## config.mk

```make
export PLATFORM = sky130hd
export DESIGN_NAME = serial_adder
export DESIGN_NICKNAME = d
export VERILOG_FILES = /design/src/rtl/serial_adder_pkg.sv /design/src/rtl/full_adder.sv /design/src/rtl/serial_adder.sv
export SDC_FILE = /design/constraint.sdc
export NUM_CORES = 1
export LEC_CHECK = 0
export BUFFER_PORTS_ARGS = -buffer_cell sky130_fd_sc_hd__clkbuf_2
export CAP_MARGIN = 20
export CORE_ASPECT_RATIO = 0.9
export CORE_MARGIN = 10
export CORE_UTILIZATION = 52
export DETAILED_ROUTE_END_ITERATION = 10
export PLACE_DENSITY = 0.75
export SYNTH_ARGS = -nofsm -noshare
export SYNTH_HDL_FRONTEND = slang
export SYNTH_SLANG_ARGS = --single-unit
```

## constraint.sdc

```tcl
create_clock -name clk -period 2 [get_ports clk]
set_input_delay 0.3 -clock clk [delete_from_list [all_inputs] [get_ports clk]]
set_output_delay 0.3 -clock clk [all_outputs]
set_load 0.01 [all_outputs]
```

## src/rtl/serial_adder_pkg.sv

```systemverilog
// serial_adder_pkg
// Shared types and helpers for the bit-serial adder.
//   state_t   : FSM state encoding (IDLE / SHIFT / DONE)
//   cnt_width : width of the bit counter for a given operand width
package serial_adder_pkg;

  typedef enum logic [1:0] {
    IDLE  = 2'd0,
    SHIFT = 2'd1,
    DONE  = 2'd2
  } state_t;

  // The counter must be able to hold WIDTH (its value after the last
  // shift) without wrapping, hence clog2(WIDTH+1). Never narrower than 1.
  function automatic int cnt_width(input int w);
    int r;
    r = $clog2(w + 1);
    return (r < 1) ? 1 : r;
  endfunction

endpackage

```

## src/rtl/full_adder.sv

```systemverilog
// full_adder
// Existing 1-bit full adder cell.
// Ports:
//   x, y : addend bits (in)
//   z    : carry in (in)
//   s    : sum bit (out)
//   c    : carry out (out)
module full_adder (
  input  logic x,
  input  logic y,
  input  logic z,
  output logic s,
  output logic c
);

  assign s = x ^ y ^ z;
  assign c = (x & y) | (x & z) | (y & z);

endmodule

```

## src/rtl/serial_adder.sv

```systemverilog
// serial_adder
// Bit-serial WIDTH-bit adder using a single full_adder cell and a carry
// flip-flop. Operands load on an accepted start, one bit is added per clock
// (LSB first) and the parallel result is presented with a one-cycle done.
// Parameters:
//   WIDTH : operand/sum width, 1..64
// Ports:
//   clk   : rising-edge clock
//   rst   : synchronous active-high reset
//   start : request pulse, sampled only while idle
//   a, b  : operands, captured on the accepted start edge
//   cin   : carry-in, captured on the accepted start edge
//   busy  : high while shifting or presenting the result
//   done  : one-cycle pulse, sum/cout valid
//   sum   : result, held until the next accepted start
//   cout  : carry out of the MSB, held with sum
//   ovf   : signed overflow (only when SERIAL_ADDER_OVF_EN is defined)
// Configuration macro: SERIAL_ADDER_OVF_EN adds the ovf output.
module serial_adder
  import serial_adder_pkg::*;
#(
  parameter int WIDTH = 8
) (
  input  logic             clk,
  input  logic             rst,
  input  logic             start,
  input  logic [WIDTH-1:0] a,
  input  logic [WIDTH-1:0] b,
  input  logic             cin,
  output logic             busy,
  output logic             done,
  output logic [WIDTH-1:0] sum,
  output logic             cout
`ifdef SERIAL_ADDER_OVF_EN
  ,
  output logic             ovf
`endif
);

  localparam int CW = cnt_width(WIDTH);
  localparam logic [CW-1:0] LAST = CW'(WIDTH - 1);

  state_t           r_state;
  state_t           w_state_next;

  logic [WIDTH-1:0] r_a_sr;
  logic [WIDTH-1:0] r_b_sr;
  logic [WIDTH-1:0] r_sum;
  logic             r_carry;
  logic             r_cout;
  logic [CW-1:0]    r_cnt;

  logic             w_s;
  logic             w_c;
  logic             w_last;
  logic [WIDTH-1:0] w_sum_shift;

  full_adder u_fa (
    .x (r_a_sr[0]),
    .y (r_b_sr[0]),
    .z (r_carry),
    .s (w_s),
    .c (w_c)
  );

  assign w_last = (r_cnt == LAST);

  // New sum bit enters at the MSB; after WIDTH shifts bit 0 lands at sum[0].
  // Written as a shifted concatenation so WIDTH=1 needs no special case.
  assign w_sum_shift = WIDTH'({w_s, r_sum} >> 1);

  // State register
  always_ff @(posedge clk) begin
    if (rst) begin
      r_state <= IDLE;
    end else begin
      r_state <= w_state_next;
    end
  end

  // Next-state logic
  always_comb begin
    w_state_next = r_state;
    case (r_state)
      IDLE:    if (start)  w_state_next = SHIFT;
      SHIFT:   if (w_last) w_state_next = DONE;
      DONE:    w_state_next = IDLE;
      default: w_state_next = IDLE;
    endcase
  end

  // Outputs: done is high exactly for the single DONE cycle
  always_comb begin
    busy = (r_state != IDLE);
    done = (r_state == DONE);
  end

  // Datapath
  always_ff @(posedge clk) begin
    if (rst) begin
      r_a_sr  <= '0;
      r_b_sr  <= '0;
      r_sum   <= '0;
      r_carry <= 1'b0;
      r_cout  <= 1'b0;
      r_cnt   <= '0;
    end else begin
      case (r_state)
        IDLE: begin
          if (start) begin
            r_a_sr  <= a;
            r_b_sr  <= b;
            r_carry <= cin;
            r_cnt   <= '0;
            r_sum   <= '0;
            r_cout  <= 1'b0;
          end
        end
        SHIFT: begin
          r_a_sr  <= r_a_sr >> 1;
          r_b_sr  <= r_b_sr >> 1;
          r_sum   <= w_sum_shift;
          r_carry <= w_c;
          r_cnt   <= r_cnt + CW'(1);
          if (w_last) begin
            r_cout <= w_c;
          end
        end
        default: ;
      endcase
    end
  end

  assign sum  = r_sum;
  assign cout = r_cout;

`ifdef SERIAL_ADDER_OVF_EN
  logic r_ovf;

  // While the MSB is being added, r_carry is the carry into the MSB; its
  // disagreement with the carry out marks a two's-complement overflow.
  always_ff @(posedge clk) begin
    if (rst) begin
      r_ovf <= 1'b0;
    end else if (r_state == IDLE && start) begin
      r_ovf <= 1'b0;
    end else if (r_state == SHIFT && w_last) begin
      r_ovf <= r_carry ^ w_c;
    end
  end

  assign ovf = r_ovf;
`endif

endmodule

```

After elaboration in Yosys (flattened, before gate mapping) --
Cells that the tools add are included. W data, S select, Z words.
Word-level totals: bits in registers 32, bits of input ports 20, output and inout bits 11, word-level logic and storage cells 42
Operators by class: add/sub/neg operators 1, eq/ne operators 5, multiplexer cells 16, bitwise gates (word level) 7, reduce and logical (&&, ||, !) cells 6
Operator list (number):
- $pmux W8 S2 | 3
- $mux W8 | 3
- $pmux W4 S2 | 1
- $add A4 B1 Y4 const B | 1
- $eq A4 B3 Y1 const B | 1
- $mux W2 | 2
- $mux W4 | 1
- $ne A2 B2 Y1 const B | 2
- $pmux W1 S2 | 2
- $pmux W2 S2 | 1
- $reduce_and A2 Y1 | 2
- $reduce_bool A2 Y1 | 2
- $and A1 B1 Y1 | 3
- $mux W1 | 3
- $reduce_and A3 Y1 | 1
- $eq A2 B1 Y1 const B | 1
- $eq A2 B2 Y1 const B | 1
- $logic_not A2 Y1 | 1
- $or A1 B1 Y1 | 2
- $xor A1 B1 Y1 | 2

Logic depth before layout (Yosys ltp) --
word-level depth 5, mapped depth 5, depth with buffers taken out 4

Cells and area by module --
From an unflattened synthesis, not the netlist that was laid out.
Unflattened totals: cells, all modules 177, area, all modules 1498.9 um^2
Modules (own cells, without submodules):
- serial_adder | instances 1, cells an instance 176, area an instance 1478.9 um^2, sequential area each 640.6 um^2
- full_adder | instances 1, cells an instance 1, area an instance 20.0 um^2, sequential area each 0.0 um^2

Worst setup path before layout --
No wires, ideal clock.
path type register to register, start point register r_carry, end point register r_cout, in the netlist cout, setup time 0.074 ns, arrival 1.364 ns, required time 1.926 ns, path slack 0.561 ns, stages on the path, launching flop included 5, path buffers 0, clock period less this slack 1.439 ns, path through dfxtp_1 -> inv_1 -> fa_1 -> or4_1 -> a31oi_1
On the way: longest elaborated chain between the ends 5, elaborated cells between the ends (all ways) 6, classes of those cells mux (2); bitwise (4)
RTL lines:
- start: declaration | RTL line serial_adder.sv:49 | logic r_carry;
- start signal: assignment | RTL line serial_adder.sv:113 | r_carry <= cin;
- start signal: assignment | RTL line serial_adder.sv:123 | r_carry <= w_c;
- $and A1 B1 Y1 | RTL line full_adder.sv:17 | assign c = (x & y) | (x & z) | (y & z);
- $or A1 B1 Y1 | RTL line full_adder.sv:17
- $or A1 B1 Y1 * | RTL line full_adder.sv:17
- $mux W1 * | RTL line serial_adder.sv:125 | if (w_last) begin
- $pmux W1 S2 * | RTL line serial_adder.sv:108 | case (r_state)
- end signal: assignment | RTL line serial_adder.sv:126 | r_cout <= w_c;
- end: declaration | RTL line serial_adder.sv:50 | logic r_cout;
Every way passes the cells marked *; elsewhere a longest branch is shown, timed or not. The select of a mux whose other input is x is not followed. A chain may end at the register's enable or synchronous reset.

Final worst setup path --
start point register r_state[0], end point output busy
On the way: longest elaborated chain between the ends 1
RTL lines:
- start: declaration | RTL line serial_adder.sv:43 | state_t r_state;
- start signal: assignment | RTL line serial_adder.sv:77 | r_state <= w_state_next;
- $reduce_bool A2 Y1 | RTL line serial_adder.sv:94 | busy = (r_state != IDLE);
- end: declaration | RTL line serial_adder.sv:30 | output logic busy,
Every way passes these cells.

==> flow_summary.ini <==
[cells_and_area]
final_util_pct = 64.0
multi_input_area_um2 = 622
regArea_um2 = 641
drive_gt1_share_pct = 24.2
layout_common_cells = 35 x nor2_1, 32 x dfxtp_1, 30 x clkbuf_2
layout_commonest_cell = nor2_1
final_nets = 199
syn_to_final_growth_pct = 18.0
fill_cells = 216
num_antenna_cells = 0
finish.instance_area_um2 = 1580

[pwr]
power_w = 0.00139
p_int_w = 0.00107
power.share.combinational_pct = 11.3
power.density_nw_per_um2 = 882
p_leak_nw = 0.663
swShare_pct = 23.0
clock_power_share_pct = 38.7
power_frac_seq_pct = 50.0
p_sw_w = 0.000320
vdd_drop_max_uv = 589

[die]
pin_count = 31
die-area_um2 = 5010
initial_core_util_pct = 54.3
die_y_um = 68.1
die_x_um = 73.5
core_area_um2 = 2470
rows = 17

[clock_tree]
clk_latency_ns = 0.31
hold_buffers = 0
htreeDepth = 2
cts_tree = done
cts.sinks = 32
cts-root-buf = clkbuf_4
clk_pin_slew_ns = 0.10
post_cts_buffers = 0
cts_buffers = 5
cts_resized = 0
cts_buffer_depth = 2

[worst_setup_path]
slowest_stage = dfxtp_1
crit_type = flip-flop to output pin
cp_cell_sequence = nor2_1, inv_1, clkbuf_2
startpoint_type = flip-flop
cp_top_family = flip-flops
crit_path_end_kind = output pin
critPathMaxStageDelay_ns = 0.69
required_ns = 1.70
path_max_fanout = 17
crit_buf_inv = 2
crit_arrival_ns = 1.38

[sta]
fin_crit_ns = 1.68
whs_ns = 0.245
finalCritPeriodShare_pct = 84.0
finalSetupViolations = 0
relSlewSlack_pct = 52.1
fin_skew_ns = 0.00672
tightest_slew_ns = 0.719
hold_viol_final = 0
rsz0062_at_grt = false
fmax_mhz = 595
maxSlewViolCount = 0
tns_ns = 0

[synthesis]
yosys_warnings = 0
ys_ff_latch = 32
async_flop_share_pct = 0
syn_nets = 171
synth-main-ff-cell = dfxtp_1
postSynthCellCount = 149
synth.distinct_cells = 31
avgSynthCellArea_um2 = 8.99
synth_edf_count = 0
yosysSeqAreaShare_pct = 47.9
synthesis.area_um2 = 1340

[routing]
antenna_left = 0
vias_per_cell = 5.84
drc = 0
drt-initial-drc-count = 83
routed_wl_um = 3140
num_vias = 1203
wl_per_cell_um = 15.2
drt-pass1-iter-count = 4

[global_routing]
grt_pass1_vias = 1124
grt_max_degree = 33
grtUsageTotal_pct = 12.8
gr-total-overflow = 0
grt_pass1_wl_um = 5220
antenna_found_initial = 0

[job]
drv_cap = 0

[placement]
port_buffers = 30
gp_congestion = 0.833
place_area_um2 = 1490
dp_hpwl_um = 2170

[min_path]
hp-class = input port to flip-flop

[run_status]
status = finished clean
-- worst min-delay path, delay by kind of cell --
kind            cells  cell delay [ns]
buf+inv             1             0.09
compound gates      1             0.06
simple gates        1             0.05
-- sequential cells by signal, indices dropped and copies added (netlist names) --
name,count
r_cnt,4
r_carry,1
r_a_sr,8
sum,8
r_b_sr,8
r_state,2
cout,1
-- synth_stat cells, types with 2 or more instances --
master	count	area (um^2)
nand2b_1	2	12.5
nand3_1	3	15.0
nand2_1	3	11.3
dfxtp_1	32	641
o22ai_1	6	37.5
buf_4	2	15.0
nor3_1	3	15.0
buf_2	4	20.0
a31oi_1	2	12.5
a221oi_1	3	26.3
o2bb2ai_1	8	70.1
clkbuf_1	5	18.8
inv_1	5	18.8
a32oi_1	2	17.5
nor2_1	35	131
a22oi_1	8	60.1
a211oi_1	12	90.1
-- power by group through the flow --
stage | Combinational [W] | Sequential (W) | Clock (W)
6_report | 0.000158 | 0.000697 | 0.000539
5_1_grt | 0.000178 | 0.000701 | 0.000582
4_1_cts | 0.000158 | 0.000696 | 0.000550
3_5_place_dp | 0.000156 | 0.000711 | 0
3_3_place_gp | 0.000151 | 0.000709 | 0
2_1_floorplan | 0.000117 | 0.000701 | 0
-- final cells by class --
cell class	count	area share [%]
Sequential cell	32	40.5
Multi-Input combinational cell	100	39.4
Timing Repair Buffer	32	10.5
Clock buffer	7	4.12
Tap cell	28	2.22
Clock inverter	1	1.90
Inverter	6	1.43
-- through the flow --
stage          setup WS [ns]  cells
5_1_grt                0.204    206
6_report               0.320    206
3_5_place_dp           0.476    198
3_3_place_gp           0.504    198
2_1_floorplan          0.561    149
4_1_cts                0.325    206
-- cells by family (layout without fill, tap and decap cells) --
kind of cell,Yosys count,count (layout),synth area share (%)
and+or+nand+nor,50,50,15.9
buffers and inverters,17,46,5.70
AOI/OAI and AO/OA,47,47,27.4
muxes,1,1,0.748
DFF,32,32,47.9
adders and majority gates,2,2,2.43
-- metal layers --
metal  track usage (%)  up-vias  part of all wire, %
met5                 0        -                    0
met4              2.79        0                 0.32
met3              5.20        2                  7.8
met2              20.0       32                   46
met1              16.2      571                   45
li1                  -      598                    -
-- worst paths after layout --
path	startpoint	end	slack, ns	cells after the start
max	r_state[0]	busy	0.32	3
min	cin	r_carry	0.25	3
max reg2reg	r_state[0]	cout	0.41	3
min reg2reg	r_b_sr[3]	r_b_sr[3]	0.51	2
Power figures use the tool's default switching activity.
